### src/rtl/matmul_pkg.sv
// Shared types and width helpers for the streaming NxN outer-product multiplier.
package matmul_pkg;

  typedef enum logic [1:0] {
    IDLE  = 2'd0,
    ACCUM = 2'd1,
    DRAIN = 2'd2
  } state_e;

  // Accumulator width large enough that KMAX full-scale products never overflow.
  function automatic int unsigned calc_aw(input int unsigned dw, input int unsigned kmax);
    return 2 * dw + $clog2(kmax) + 1;
  endfunction

endpackage

### src/rtl/matmul_stream_nxn_if.sv
// Operand/result stream bundle between feeder, multiplier and sink.
interface matmul_stream_nxn_if #(
  parameter int unsigned N  = 3,
  parameter int unsigned DW = 4,
  parameter int unsigned AW = 12,
  parameter int unsigned KW = 4,
  parameter int unsigned IW = 4
);
  logic          start;
  logic [KW-1:0] k_len;
  logic          in_valid;
  logic          in_ready;
  logic [N*DW-1:0] w_col;
  logic [N*DW-1:0] x_row;
  logic          out_valid;
  logic          out_ready;
  logic [AW-1:0] out_data;
  logic [IW-1:0] out_idx;
  logic          out_last;
  logic          busy;
  logic          done;

  modport master (
    output start, k_len, in_valid, w_col, x_row, out_ready,
    input  in_ready, out_valid, out_data, out_idx, out_last, busy, done
  );

  modport slave (
    input  start, k_len, in_valid, w_col, x_row, out_ready,
    output in_ready, out_valid, out_data, out_idx, out_last, busy, done
  );
endinterface

### src/rtl/matmul_stream_nxn_mac_cell.sv
// Single multiply-accumulate cell: acc += a*b when enabled, cleared at job start.
module mac_cell #(
  parameter int unsigned DW     = 4,
  parameter int unsigned AW     = 12,
  parameter int unsigned SIGNED = 0
) (
  input  logic          clk,
  input  logic          rst_n,
  input  logic          clr_i,
  input  logic          en_i,
  input  logic [DW-1:0] a_i,
  input  logic [DW-1:0] b_i,
  output logic [AW-1:0] acc_o
);
  logic [2*DW-1:0] a_ext_c;
  logic [2*DW-1:0] b_ext_c;
  logic [2*DW-1:0] prod_c;
  logic            sfill_c;
  logic [AW-1:0]   prod_ext_c;
  logic [AW-1:0]   acc_q;

  // Operands pre-extended to 2*DW so the low 2*DW product bits are exact for either signedness.
  assign a_ext_c    = (SIGNED != 0) ? {{DW{a_i[DW-1]}}, a_i} : {{DW{1'b0}}, a_i};
  assign b_ext_c    = (SIGNED != 0) ? {{DW{b_i[DW-1]}}, b_i} : {{DW{1'b0}}, b_i};
  assign prod_c     = a_ext_c * b_ext_c;
  assign sfill_c    = (SIGNED != 0) & prod_c[2*DW-1];
  assign prod_ext_c = {{(AW-2*DW){sfill_c}}, prod_c};

  always_ff @(posedge clk) begin
    if (!rst_n) begin
      acc_q <= '0;
    end else if (clr_i) begin
      acc_q <= '0;
    end else if (en_i) begin
      acc_q <= acc_q + prod_ext_c;
    end
  end

  assign acc_o = acc_q;
endmodule

### src/rtl/matmul_stream_nxn.sv
// NxN outer-product matrix multiplier: accumulates K operand beats, then drains C row-major.
module matmul_stream_nxn
  import matmul_pkg::*;
#(
  parameter int unsigned N      = 3,
  parameter int unsigned DW     = 4,
  parameter int unsigned KMAX   = 8,
  parameter int unsigned SIGNED = 0
) (
  input  logic                clk,
  input  logic                rst_n,
  matmul_stream_nxn_if.slave  bus
);
  localparam int unsigned AW = calc_aw(DW, KMAX);
  localparam int unsigned KW = $clog2(KMAX + 1);
  localparam int unsigned IW = $clog2(N * N);
  localparam int unsigned NN = N * N;
  localparam logic [IW-1:0] LAST_IDX = IW'(NN - 1);
  localparam logic [KW-1:0] KMAX_K   = KW'(KMAX);

  state_e        state_q, state_d;
  logic [KW-1:0] k_q, k_d;
  logic [KW-1:0] beat_q, beat_d;
  logic [IW-1:0] idx_q, idx_d;
  logic          done_q, done_d;
  logic          clr_c;
  logic          en_c;
  logic [AW-1:0] acc_c [NN];

  always_ff @(posedge clk) begin
    if (!rst_n) begin
      state_q <= IDLE;
      k_q     <= '0;
      beat_q  <= '0;
      idx_q   <= '0;
      done_q  <= 1'b0;
    end else begin
      state_q <= state_d;
      k_q     <= k_d;
      beat_q  <= beat_d;
      idx_q   <= idx_d;
      done_q  <= done_d;
    end
  end

  always_comb begin
    state_d = state_q;
    k_d     = k_q;
    beat_d  = beat_q;
    idx_d   = idx_q;
    done_d  = 1'b0;
    clr_c   = 1'b0;
    en_c    = 1'b0;
    unique case (state_q)
      IDLE: begin
        if (bus.start && (bus.k_len != '0) && (bus.k_len <= KMAX_K)) begin
          clr_c   = 1'b1;
          k_d     = bus.k_len;
          beat_d  = '0;
          idx_d   = '0;
          state_d = ACCUM;
        end
      end
      ACCUM: begin
        if (bus.in_valid) begin
          en_c = 1'b1;
          if (beat_q == KW'(k_q - KW'(1))) begin
            beat_d  = '0;
            state_d = DRAIN;
          end else begin
            beat_d = KW'(beat_q + KW'(1));
          end
        end
      end
      DRAIN: begin
        if (bus.out_ready) begin
          if (idx_q == LAST_IDX) begin
            idx_d   = '0;
            done_d  = 1'b1;
            state_d = IDLE;
          end else begin
            idx_d = IW'(idx_q + IW'(1));
          end
        end
      end
      default: state_d = IDLE;
    endcase
  end

  // One MAC per output element; cell (i,j) sees W[i][k] and X[k][j].
  for (genvar i = 0; i < N; i++) begin : g_row
    for (genvar j = 0; j < N; j++) begin : g_col
      mac_cell #(
        .DW    (DW),
        .AW    (AW),
        .SIGNED(SIGNED)
      ) u_mac (
        .clk  (clk),
        .rst_n(rst_n),
        .clr_i(clr_c),
        .en_i (en_c),
        .a_i  (bus.w_col[i*DW +: DW]),
        .b_i  (bus.x_row[j*DW +: DW]),
        .acc_o(acc_c[i*N + j])
      );
    end
  end

  assign bus.in_ready  = (state_q == ACCUM);
  assign bus.out_valid = (state_q == DRAIN);
  assign bus.out_data  = acc_c[idx_q];
  assign bus.out_idx   = idx_q;
  assign bus.out_last  = (state_q == DRAIN) && (idx_q == LAST_IDX);
  assign bus.busy      = (state_q != IDLE);
  assign bus.done      = done_q;
endmodule
### src/flat_wrapper.sv
// flat-port wrapper written by rule: the top's interface ports become plain ports
module matmul_stream_nxn_flat import matmul_pkg::*;
#(
  parameter int unsigned N      = 3,
  parameter int unsigned DW     = 4,
  parameter int unsigned KMAX   = 8,
  parameter int unsigned SIGNED = 0
)
  (clk, rst_n, bus_start, bus_k_len, bus_in_valid, bus_w_col, bus_x_row, bus_out_ready, bus_in_ready, bus_out_valid, bus_out_data, bus_out_idx, bus_out_last, bus_busy, bus_done);
  matmul_stream_nxn_if #(.N(N), .DW(DW)) bus_i ();
  input  logic clk;
  input  logic rst_n;
  input wire logic [$bits(bus_i.start)-1:0] bus_start;
  input wire logic [$bits(bus_i.k_len)-1:0] bus_k_len;
  input wire logic [$bits(bus_i.in_valid)-1:0] bus_in_valid;
  input wire logic [$bits(bus_i.w_col)-1:0] bus_w_col;
  input wire logic [$bits(bus_i.x_row)-1:0] bus_x_row;
  input wire logic [$bits(bus_i.out_ready)-1:0] bus_out_ready;
  output wire logic [$bits(bus_i.in_ready)-1:0] bus_in_ready;
  output wire logic [$bits(bus_i.out_valid)-1:0] bus_out_valid;
  output wire logic [$bits(bus_i.out_data)-1:0] bus_out_data;
  output wire logic [$bits(bus_i.out_idx)-1:0] bus_out_idx;
  output wire logic [$bits(bus_i.out_last)-1:0] bus_out_last;
  output wire logic [$bits(bus_i.busy)-1:0] bus_busy;
  output wire logic [$bits(bus_i.done)-1:0] bus_done;
  assign bus_i.start = bus_start;
  assign bus_i.k_len = bus_k_len;
  assign bus_i.in_valid = bus_in_valid;
  assign bus_i.w_col = bus_w_col;
  assign bus_i.x_row = bus_x_row;
  assign bus_i.out_ready = bus_out_ready;
  assign bus_in_ready = bus_i.in_ready;
  assign bus_out_valid = bus_i.out_valid;
  assign bus_out_data = bus_i.out_data;
  assign bus_out_idx = bus_i.out_idx;
  assign bus_out_last = bus_i.out_last;
  assign bus_busy = bus_i.busy;
  assign bus_done = bus_i.done;
  matmul_stream_nxn #(.N(N), .DW(DW), .KMAX(KMAX), .SIGNED(SIGNED)) u_core (.clk(clk), .rst_n(rst_n), .bus(bus_i));
endmodule
### config.mk
export PLATFORM = sky130hd
export DESIGN_NAME = matmul_stream_nxn_flat
export DESIGN_NICKNAME = d
export VERILOG_FILES = /design/src/rtl/matmul_pkg.sv /design/src/rtl/matmul_stream_nxn_if.sv /design/src/rtl/matmul_stream_nxn_mac_cell.sv /design/src/rtl/matmul_stream_nxn.sv /design/src/flat_wrapper.sv
export SDC_FILE = /design/constraint.sdc
export NUM_CORES = 1
export LEC_CHECK = 0
export CORE_ASPECT_RATIO = 1.25
export CORE_MARGIN = 5
export CORE_UTILIZATION = 35
export CTS_BUF_LIST = sky130_fd_sc_hd__clkbuf_2
export DETAILED_ROUTE_END_ITERATION = 8
export MAX_ROUTING_LAYER = met4
export SKIP_LAST_GASP = 1
export SLEW_MARGIN = 30
export SYNTH_ARGS = -nofsm -noshare
export SYNTH_HDL_FRONTEND = slang
export SYNTH_SLANG_ARGS = --single-unit
export TNS_END_PERCENT = 1
### constraint.sdc
create_clock -name clk -period 5.59 [get_ports clk]
set_clock_uncertainty 0.2 [all_clocks]
set_input_delay 1.3975 -clock clk [delete_from_list [all_inputs] [get_ports clk]]
set_output_delay 1.3975 -clock clk [all_outputs]
set_load 0.005 [all_outputs]
==> run metrics <==
Hold Crit Start u_core.g_row[0].g_col[1].u_mac.acc_o[11]; # Post-CTS Setup Buffers 0; Synth Instances 1515; Avg WL per Cell 17.8 um; RSZ-0062 raised after global routing no; Hold Path Class register to register; FFs w/ async S/R, synth 0%; Critical Path RT 3.99 ns; count of nets after finishing 1867; CTS Buf Count 17; DRC viols 0; share of cells above drive strength 1 9.07%; Clock Pin Slew Worst Setup and Hold Paths 0.23 ns; GPL Wtd Cong 0.905; Worst Path Arrival 3.72 ns; IO buf count 53; worst r2r dst u_core.g_row[0].g_col[1].u_mac.acc_o[10]; reg2reg start u_core.g_row[0].g_col[1].u_mac.acc_o[3]; CP Max Fanout 26; Die X 180 um; final setup vio count 0; initial antenna violation count 2; Synth Net Count 1795; Reg2Reg Depth 10; Slew HR 36.0%; Worst VDD drop 0.115 mV; Synth Cell Area 12700 sq um; Max Clk Rate 0.188 GHz; clock tree sinks 123; area post-placement 14100 sq um; top cells by count, synth inv_1, ha_1, nand2_1, dfxtp_1, and2_1; EDFF count, synth 0; M2 GR Usage 35.2%; dpl hpwl 28500 um; Least-Margin Pin Slew 0.961 ns; Seq/Total Area, Yosys 19.4%; clk_lat worst skew 0.87 ns; CTS max path bufs 2; Unique masters post-synth 55; WHS Endpoint u_core.g_row[0].g_col[1].u_mac.acc_o[11]; Post-Syn Area per Cell 8.37 sq um; TNS Setup 0 ns; Pwr per Cell Area 181 nW/um^2; Fin Hold WS 0.281 ns; crit start category register; YS warnings 0; FF-to-FF setup slack 2.76 ns; hold_buf cts 0; status complete, no violations; # resized after CTS 0; Core Area 36000 sq um; most area-consuming cells after synthesis dfxtp_1, ha_1, fa_1; Setup crit end kind output port; Filler cells 3617; die area 40100 sq um; gr busiest metal met2; biggest area consumer among synthesized cells dfxtp_1; P&R area growth vs syn 13.6%; share of the synthesized area in the top cell type 19.4%; most used flip-flop cell after synthesis dfxtp_1; Lkg Pwr 6.29 nW; htree depth 4; vias in the first global route 11400; Total GRT Usage 19.1%; WHS Path Cells 2; via count 11100; Starting Density 35.2%; count leader, synth inv_1; design area 14400 sq um; fin crit period 5.32 ns; Die Span Y 223 um; Root Driver clkbuf_2; #FFs+latches synth 123; Max Cap Viol 0; Slew Limit Fails 0; GRT overflow 0; Pre-Repair DR Iteration Count 5; Rows 78; CTS tree built; overall routed net length 37000 um; Final Hold Viols 0; largest net degree at the start of global routing 77; I/O pin count 54; first-pass GRT wire length 59700 um; CP Class register to output port; met1 Usage GRT 20.8%; Via-to-Cell Ratio 5.31; DR iter-0 viols 503; Routed Antenna Nets 0; Final period util 95.2%; M3 GR Usage 2.49%
[kinds of logic (layout without fill, tap and decap cells)]
kind of cell / after synthesis / count (layout) / synth area share, %
simple gates: 463 / 463 / 18.1
other cells: 0 / 2 / 0
mux: 48 / 48 / 6.17
buf+inv: 273 / 357 / 8.59
flops: 123 / 123 / 19.4
compound gates: 346 / 346 / 17.5
fa+ha+maj: 247 / 247 / 29.2
xor+xnor: 15 / 15 / 1.04
[flip-flops by register name (all words and copies together) (netlist names)]
| name | flops |
|---|---|
| u_core.bus.done | 1 |
| u_core.bus.out_idx | 4 |
| u_core.g_row.g_col.u_mac.acc_o | 108 |
| u_core.state_q | 2 |
| u_core.k_q | 4 |
| u_core.beat_q | 4 |
[stage by stage]
step	instances	power (W)	utilization (%)	setup WS [ns]
6_report	2081	0.00260	40.0	0.268
4_1_cts	2079	0.00262	40.0	0.196
5_1_grt	2081	0.00277	40.0	0.175
3_5_place_dp	2048	0.00184	39.1	0.0208
3_3_place_gp	2048	0.00182	39.1	0.0541
2_1_floorplan	1515	0.00155	-	0.718
[placed cells by master (no fill, tap or decap), types with 24 or more instances in the layout]
cell type	n
inv_1	199
ha_1	166
nand2_1	159
dfxtp_1	121
and2_1	102
a21oi_1	102
fa_1	81
o21ai_0	79
buf_4	72
nor2_1	62
clkdlybuf4s50_1	53
nand3_1	43
a211oi_1	28
o21a_1	25
mux4_2	24
[critical path, cell delays in order (launching register included)]
cell and delay, ns:
dfxtp_2 0.99, mux4_2 0.65, mux2i_1 0.47, o21ai_0 0.26
clkdlybuf4s50_1 0.50
[layout make-up]
cell class                      instances  area, sq um  share of cell area (%)
Multi-Input combinational cell       1119         9170                    63.6
Clock inverter                         14          220                    1.53
Sequential cell                       123         2470                    17.1
Tap cell                              480          601                    4.17
Antenna cell                            2         5.00                  0.0348
Clock buffer                           17         85.1                   0.591
Timing Repair Buffer                  127         1110                    7.72
Inverter                              199          747                    5.19
[power by group]
group / switching (W) / internal (W)
Combinational: 0.000520 / 0.000397
Sequential: 0.0000206 / 0.000899
Clock: 0.000426 / 0.000340
[per-layer routing]
| metal | vias to the layer above | wire (um) |
|---|---|---|
| li1 | 5350 | - |
| met1 | 5429 | 14700 |
| met2 | 211 | 19800 |
| met3 | 62 | 1290 |
| met4 | 0 | 1180 |
| met5 | - | 0 |
[worst max-delay path by stage]
stage	start	to	slack (ns)	cells past startpoint
2_1_floorplan	bus_x_row[11]	u_core.g_row[0].g_col[2].u_mac.acc_o[11]	0.72	12
3_3_place_gp	bus_w_col[6]	u_core.g_row[1].g_col[0].u_mac.acc_o[10]	0.05	12
3_5_place_dp	bus_w_col[6]	u_core.g_row[1].g_col[0].u_mac.acc_o[7]	0.02	13
4_1_cts	u_core.bus.out_idx[0]	bus_out_data[0]	0.20	4
5_1_grt	u_core.bus.out_idx[0]	bus_out_data[0]	0.18	4
6_report	u_core.bus.out_idx[0]	bus_out_data[0]	0.27	4
Power figures use the tool's default switching activity.
